===== config.mk =====
export PLATFORM = sky130hd
export DESIGN_NAME = elevator_scheduler
export DESIGN_NICKNAME = d
export VERILOG_FILES = /design/src/rtl/elevator_pkg.sv /design/src/rtl/elevator_call_latch.sv /design/src/rtl/elevator_scheduler.sv
export SDC_FILE = /design/constraint.sdc
export NUM_CORES = 1
export LEC_CHECK = 0
export BUFFER_PORTS_ARGS = -buffer_cell sky130_fd_sc_hd__buf_2
export CAP_MARGIN = 20
export CORE_MARGIN = 4
export CORE_UTILIZATION = 30
export CTS_CLUSTER_SIZE = 8
export DETAILED_ROUTE_END_ITERATION = 8
export GPL_TIMING_DRIVEN = 0
export PLACE_DENSITY = 0.5
export SKIP_CTS_REPAIR_TIMING = 1
export SYNTH_ARGS = -nofsm -noshare
export SYNTH_HDL_FRONTEND = slang
export SYNTH_SLANG_ARGS = --single-unit

===== constraint.sdc =====
create_clock -name clk -period 6.39 [get_ports clk]
set_input_delay 1.278 -clock clk [delete_from_list [all_inputs] [get_ports clk]]
set_output_delay 1.278 -clock clk [all_outputs]
set_load 0.1 [all_outputs]

===== src/rtl/elevator_pkg.sv =====
// rtl/elevator_pkg.sv - shared types and constants for the elevator scheduler
// Contents:
//   NFLOORS_DEF  default floor count
//   FW           floor index width for the default floor count
//   DIR_UP/DIR_DN  values carried on SubeBaja
//   state_e      scheduler FSM states
package elevator_pkg;
  localparam int NFLOORS_DEF = 4;
  localparam int FW          = $clog2(NFLOORS_DEF);

  localparam logic DIR_UP = 1'b1;
  localparam logic DIR_DN = 1'b0;

  typedef enum logic [1:0] {
    IDLE   = 2'd0,
    DEPART = 2'd1,
    MOVING = 2'd2,
    DOOR   = 2'd3
  } state_e;
endpackage


===== src/rtl/elevator_call_latch.sv =====
// rtl/elevator_call_latch.sv - cab/hall call latches with look-ahead flags
// Ports:
//   clk, reset                 clock, async active-low reset
//   req_cab/req_up/req_dn      raw call inputs (up at top floor and down at floor 0 ignored)
//   lvl, dir                   floor and direction the flags are evaluated against
//   door_here                  door is open at lvl: calls at lvl are refused
//   clr_cab/clr_up/clr_dn      clear the corresponding latch at lvl on this edge
//   pending                    OR of latched calls per floor
//   cab_here/up_here/dn_here   call (latched or arriving now) at lvl
//   req_here                   a valid call input is asserted at lvl this cycle
//   ahead/behind               any call beyond lvl in / against dir
//   near_up                    nearest call lies above (ties resolve up)
//   any_call                   any call latched or arriving
module elevator_call_latch
  import elevator_pkg::*;
#(
  parameter  int NFLOORS = NFLOORS_DEF,
  localparam int LW      = $clog2(NFLOORS)
) (
  input  logic               clk,
  input  logic               reset,
  input  logic [NFLOORS-1:0] req_cab,
  input  logic [NFLOORS-1:0] req_up,
  input  logic [NFLOORS-1:0] req_dn,
  input  logic [LW-1:0]      lvl,
  input  logic               dir,
  input  logic               door_here,
  input  logic               clr_cab,
  input  logic               clr_up,
  input  logic               clr_dn,
  output logic [NFLOORS-1:0] pending,
  output logic               cab_here,
  output logic               up_here,
  output logic               dn_here,
  output logic               req_here,
  output logic               ahead,
  output logic               behind,
  output logic               near_up,
  output logic               any_call
);
  logic [NFLOORS-1:0] cab_q, up_q, dn_q;
  logic [NFLOORS-1:0] in_cab, in_up, in_dn;
  logic [NFLOORS-1:0] cab_s, up_s, dn_s, all_s;
  logic [NFLOORS-1:0] lvl_bit, above, below;
  int                 d_up, d_dn;

  always_comb begin
    lvl_bit      = '0;
    lvl_bit[lvl] = 1'b1;
    in_cab       = req_cab;
    in_up        = req_up;
    in_dn        = req_dn;
    in_up[NFLOORS-1] = 1'b0;
    in_dn[0]         = 1'b0;
    req_here = |((in_cab | in_up | in_dn) & lvl_bit);
    // A call at an open door is served by holding the door, not by latching it.
    if (door_here) begin
      in_cab = in_cab & ~lvl_bit;
      in_up  = in_up & ~lvl_bit;
      in_dn  = in_dn & ~lvl_bit;
    end
    // Decisions see calls arriving this cycle, so a call at the new floor stops the car.
    cab_s = cab_q | in_cab;
    up_s  = up_q | in_up;
    dn_s  = dn_q | in_dn;
    all_s = cab_s | up_s | dn_s;

    above = '0;
    below = '0;
    d_up  = NFLOORS;
    d_dn  = NFLOORS;
    for (int i = 0; i < NFLOORS; i++) begin
      above[i] = (i > int'(lvl));
      below[i] = (i < int'(lvl));
      if (all_s[i] && i > int'(lvl) && (i - int'(lvl)) < d_up) d_up = i - int'(lvl);
      if (all_s[i] && i < int'(lvl) && (int'(lvl) - i) < d_dn) d_dn = int'(lvl) - i;
    end

    cab_here = |(cab_s & lvl_bit);
    up_here  = |(up_s & lvl_bit);
    dn_here  = |(dn_s & lvl_bit);
    ahead    = dir ? |(all_s & above) : |(all_s & below);
    behind   = dir ? |(all_s & below) : |(all_s & above);
    near_up  = (d_up <= d_dn);
    any_call = |all_s;
  end

  always_ff @(posedge clk or negedge reset) begin
    if (!reset) begin
      cab_q <= '0;
      up_q  <= '0;
      dn_q  <= '0;
    end else begin
      cab_q <= cab_s & ~({NFLOORS{clr_cab}} & lvl_bit);
      up_q  <= up_s & ~({NFLOORS{clr_up}} & lvl_bit);
      dn_q  <= dn_s & ~({NFLOORS{clr_dn}} & lvl_bit);
    end
  end

  assign pending = cab_q | up_q | dn_q;
endmodule


===== src/rtl/elevator_scheduler.sv =====
// rtl/elevator_scheduler.sv - collective SCAN scheduler and motion/door sequencer
// Optional feature macro: EMERGENCY_STOP_EN (adds estop input that freezes the sequencer).
// Ports:
//   clk, reset                 clock, async active-low reset
//   req_cab/req_up/req_dn      cab and hall call inputs, one bit per floor
//   floor_tick                 one-cycle pulse, car reached the next floor
//   door_reopen                obstruction / door-open button
//   estop                      (EMERGENCY_STOP_EN only) hold everything except call latching
//   Level                      current floor, 0-based
//   AbreCierra                 1 = door open
//   SubeBaja                   1 = up, 0 = down
//   moving                     motor enable
//   pending                    latched calls per floor
module elevator_scheduler
  import elevator_pkg::*;
#(
  parameter  int NFLOORS    = NFLOORS_DEF,
  parameter  int DOOR_TICKS = 8,
  parameter  int DEPART_DLY = 2,
  localparam int LW         = $clog2(NFLOORS)
) (
  input  logic               clk,
  input  logic               reset,
  input  logic [NFLOORS-1:0] req_cab,
  input  logic [NFLOORS-1:0] req_up,
  input  logic [NFLOORS-1:0] req_dn,
  input  logic               floor_tick,
  input  logic               door_reopen,
`ifdef EMERGENCY_STOP_EN
  input  logic               estop,
`endif
  output logic [LW-1:0]      Level,
  output logic               AbreCierra,
  output logic               SubeBaja,
  output logic               moving,
  output logic [NFLOORS-1:0] pending
);
  localparam int TMAX = (DOOR_TICKS > DEPART_DLY) ? DOOR_TICKS : DEPART_DLY;
  localparam int TW   = $clog2(TMAX + 1);

  state_e        state_q, state_n;
  logic [TW-1:0] tmr_q, tmr_n;
  logic [LW-1:0] lvl_n;
  logic          dir_n, hold, at_limit, step_ok, open;
  logic          clr_cab, clr_up, clr_dn;
  logic          cab_here, up_here, dn_here, req_here;
  logic          ahead, behind, near_up, any_call;

`ifdef EMERGENCY_STOP_EN
  assign hold = estop;
`else
  assign hold = 1'b0;
`endif

  // Next floor is resolved first so the call flags below refer to the floor being arrived at.
  always_comb begin
    at_limit = SubeBaja ? (Level == LW'(NFLOORS - 1)) : (Level == '0);
    step_ok  = !hold && (state_q == MOVING) && floor_tick && !at_limit;
    lvl_n    = Level;
    if (step_ok) lvl_n = SubeBaja ? Level + 1'b1 : Level - 1'b1;
  end

  elevator_call_latch #(.NFLOORS(NFLOORS)) u_calls (
    .clk       (clk),
    .reset     (reset),
    .req_cab   (req_cab),
    .req_up    (req_up),
    .req_dn    (req_dn),
    .lvl       (lvl_n),
    .dir       (SubeBaja),
    .door_here (state_q == DOOR),
    .clr_cab   (clr_cab),
    .clr_up    (clr_up),
    .clr_dn    (clr_dn),
    .pending   (pending),
    .cab_here  (cab_here),
    .up_here   (up_here),
    .dn_here   (dn_here),
    .req_here  (req_here),
    .ahead     (ahead),
    .behind    (behind),
    .near_up   (near_up),
    .any_call  (any_call)
  );

  always_comb begin
    state_n = state_q;
    tmr_n   = tmr_q;
    dir_n   = SubeBaja;
    open    = 1'b0;
    clr_cab = 1'b0;
    clr_up  = 1'b0;
    clr_dn  = 1'b0;
    if (!hold) begin
      case (state_q)
        IDLE: begin
          if (cab_here || up_here || dn_here) begin
            open = 1'b1;
          end else if (any_call) begin
            dir_n   = near_up ? DIR_UP : DIR_DN;
            state_n = DEPART;
            tmr_n   = TW'(DEPART_DLY);
          end
        end
        DEPART: begin
          if (tmr_q <= TW'(1)) state_n = MOVING;
          else                 tmr_n   = tmr_q - 1'b1;
        end
        MOVING: begin
          if (step_ok && (cab_here || (SubeBaja ? up_here : dn_here) || !ahead)) open = 1'b1;
        end
        DOOR: begin
          // Reopen (or a fresh call here) beats expiry in the same cycle.
          if (door_reopen || req_here) begin
            tmr_n = TW'(DOOR_TICKS);
          end else if (tmr_q <= TW'(1)) begin
            if (ahead) begin
              state_n = DEPART;
              tmr_n   = TW'(DEPART_DLY);
            end else if (behind) begin
              dir_n   = ~SubeBaja;
              state_n = DEPART;
              tmr_n   = TW'(DEPART_DLY);
            end else begin
              state_n = IDLE;
            end
          end else begin
            tmr_n = tmr_q - 1'b1;
          end
        end
        default: state_n = IDLE;
      endcase
    end
    // Door entry: serve the floor; with nothing ahead the car turns around here,
    // so the opposite hall call is served as well.
    if (open) begin
      state_n = DOOR;
      tmr_n   = TW'(DOOR_TICKS);
      clr_cab = 1'b1;
      clr_up  = SubeBaja || !ahead;
      clr_dn  = !SubeBaja || !ahead;
      if (!ahead) dir_n = ~SubeBaja;
    end
  end

  always_ff @(posedge clk or negedge reset) begin
    if (!reset) begin
      state_q    <= IDLE;
      tmr_q      <= '0;
      Level      <= '0;
      SubeBaja   <= DIR_UP;
      AbreCierra <= 1'b0;
      moving     <= 1'b0;
    end else begin
      state_q    <= state_n;
      tmr_q      <= tmr_n;
      Level      <= lvl_n;
      SubeBaja   <= dir_n;
      AbreCierra <= (state_n == DOOR);
      moving     <= (state_n == MOVING) && !hold;
    end
  end
endmodule


==> reports/metrics.yaml <==
logic_synthesis:
  synth_mux_area_share_pct: 1.367
  ys.warnings.count: 0
  synth_top_family_by_area: "compound AO/OA/AOI/OAI gates"
  synth.avg_cell_area_um2: 8.354
  synth_edf_count: 0
  synth-seq-cells: 23
  synth.distinct_cells: 61
  synth_nets: 299
  seq_area_frac_synth_pct: 26.25
  synth_xor_area_share_pct: 0.7973
  synthSimpleGateAreaFrac_pct: 21.98
  netlist_instances: 263
  async_flop_share_pct: 100.0
  synth_adder_area_share_pct: 11.39
  synth_compound_area_share_pct: 33.14
  netlist_area_um2: 2197
  synth_ff_type: "dfrtp_1"
route:
  drtIter0Drc: 115
  wire_per_inst_um: 15.22
  wl_mm: 5.859
  drcViolationCount: 0
  vias_per_cell: 5.171
  vias: 1991
  postRouteAntennaNets: 0
  drtPass1Iterations: 4
floorplan:
  core_um2: 6944
  die_h_um: 93.58
  start_util_pct: 31.64
  num_rows: 30
  die_w_um: 93.58
  io_pins: 25
  die_area_um2: 8757
sta:
  max_freq_ghz: 0.1714
  fin_crit_sh_pct: 91.32
  tightest_slew_ns: 0.7253
  timing_max_transition_violations_final: 0
  rsz0062_at_grt: "false"
  setup_viol_count_final: 0
  finalClockSkew_ns: 0.004923
  slew_headroom_pct: 51.20
  finalCriticalPeriod_ns: 5.835
  tns_ns: 0
  final_hold_viol_count: 0
critical_path:
  path_class: "in2reg"
  worst-path-max-fanout: 9
  cp-end-kind: "flop"
  cp_data_required_time_ns: 6.60
  worstPathArrival_ns: 6.04
  startpoint_type: "input pin"
run_status:
  status: "completed"
global_routing:
  grt_max_degree: 24
  antenna_found_initial: 0
  first_global_vias: 2000
  grt.total_usage_pct: 14.05
  grt_first_pass_wirelength_mm: 9.942
  grt_overflow: 0
flow_run:
  maxCapViolCount: 0
placement:
  dpl_cell_area_um2: 2427
  port_buffers: 22
  dp_hpwl_mm: 4.443
  routabilityCongestion: 0.8182
pwr:
  seq_power_share_pct: 19.3
  share_comb_of_total_power_pct: 72.6
  vdd.ir_drop.worst_uv: 154.3
  p_total_w: 0.001234
  p_sw_w: 0.0006716
  p_int_w: 0.0005627
  p_sw_share_pct: 54.41
  power_per_cell_area_nw_per_um2: 499.0
  power_leakage_nw: 0.9916
  p_clk_share_pct: 8.1
worst_hold_path:
  hold_class: "reg2reg"
clocking:
  numCtsBuffers: 3
  clock_path_buffers: 2
  cts_tree: "built"
  htreeDepth: 1
  clockRootBuffer: "clkbuf_8"
  clk_pin_slew_ns: 0.10
  clk_latency_ns: 0.28
  cts_sinks: 23
finish:
  layout-drive-gt1-share_pct: 17.65
  stdcell_area_um2: 2474
  fill_cells: 745
  final_cell_mix: "31 x a21oi_1, 24 x buf_2, 22 x dfrtp_1"
  final_common_cell: "a21oi_1"
  fin_nets: 326
  n_antenna_cell: 0
  synthToLayoutAreaGrowth_pct: 12.59
metal layers:
metal	track usage, %	part of all wire, %	up-vias
met1	19.38	51	934
met3	1.689	2.8	5
li1	-	-	1025
met5	0	0	-
met4	2.527	0.77	0
met2	23.76	46	27
metrics by stage:
step	utilization, %	hold slack (ns)	std cells	setup slack (ns)
6_report	35.62	0.5514	385	0.5546
3_3_place_gp	34.96	0.5253	381	0.2473
5_1_grt	35.62	0.5776	385	0.1712
4_1_cts	35.62	0.5528	385	0.5104
2_1_floorplan	-	0.4945	263	1.106
3_5_place_dp	34.96	0.5298	381	0.2339
final cells by class:
cell class,count,area (um2),area share (%)
Buffer,10,55.05,2.226
Clock buffer,3,41.29,1.669
Clock inverter,1,5.005,0.2023
Inverter,15,56.30,2.276
Multi-Input combinational cell,215,1509,61.00
Sequential cell,23,576.8,23.32
Tap cell,96,120.1,4.856
Timing Repair Buffer,22,110.1,4.451
flip-flops by register name, indices dropped and copies added, names as in the netlist:
| name | flops |
|---|---|
| Level | 2 |
| moving | 1 |
| u_calls.dn_q | 4 |
| AbreCierra | 1 |
| u_calls.up_q | 4 |
| u_calls.cab_q | 4 |
| tmr_q | 4 |
| SubeBaja | 1 |
| state_q | 2 |
power by group through the flow:
stage               sequential (W)  combinational [W]  clock (W)
finish                    0.000238           0.000897  0.0000995
global placement          0.000241           0.000895          0
global route              0.000247            0.00101   0.000108
detailed placement        0.000241           0.000897          0
CTS                       0.000239           0.000903   0.000103
floorplan                 0.000315           0.000630          0
critical path, stage by stage:
cell and delay (ns):
buf_2 0.10, and2_1 0.19, nand2b_1 0.16, and2_1 0.17
clkbuf_1 0.21, inv_1 0.19, ha_1 0.37, nand2_1 0.23
a21o_1 0.24, buf_6 0.15, and2_1 0.18, nand2_1 0.21
a21boi_0 0.30, ha_1 0.22, nor2_1 0.06, a221oi_2 0.33
nand2b_1 0.17, o22ai_1 0.09, ha_1 0.32, nor2b_1 0.13
o21ai_0 0.14, a32oi_1 0.07, a21oi_1 0.22, nand4b_1 0.12
a31oi_1 0.18
Yosys cell counts, types with 3 or more instances:
cell | n | area, um2
a21o_1 | 3 | 22.52
a21oi_1 | 31 | 155.2
a21oi_2 | 3 | 26.28
a31oi_1 | 3 | 18.77
and2_1 | 6 | 37.54
clkbuf_1 | 5 | 18.77
dfrtp_1 | 22 | 550.5
ha_1 | 20 | 250.2
inv_1 | 14 | 52.55
mux2i_1 | 3 | 30.03
nand2_1 | 19 | 71.32
nand2b_1 | 5 | 31.28
nand4_1 | 3 | 18.77
nor2_1 | 19 | 71.32
nor2b_1 | 11 | 68.82
nor3_1 | 7 | 35.03
nor4_1 | 3 | 18.77
o211ai_1 | 3 | 22.52
o21ai_0 | 20 | 100.1
o22ai_1 | 5 | 31.28
or3_1 | 5 | 31.28
kinds of logic after synthesis:
family                   Yosys count
AO/OA/AOI/OAI                    100
AND/OR/NAND/NOR                   90
buffers and inverters             25
flip-flops                        23
adder cells (fa/ha/maj)           20
multiplexers                       3
XOR/XNOR                           2
worst paths after layout:
kind / start / end / slack, ns / depth (start not counted)
max: floor_tick / SubeBaja / 0.55 / 25
max in group asynchronous: reset / SubeBaja / 5.05 / 1
max reg2reg: state_q[0] / SubeBaja / 0.89 / 26
min reg2reg: u_calls.up_q[0] / u_calls.up_q[0] / 0.55 / 2
min: u_calls.up_q[0] / u_calls.up_q[0] / 0.55 / 2
min in group asynchronous: reset / tmr_q[1] / 0.97 / 1
Note: power is estimated with default switching activity, not from simulation.
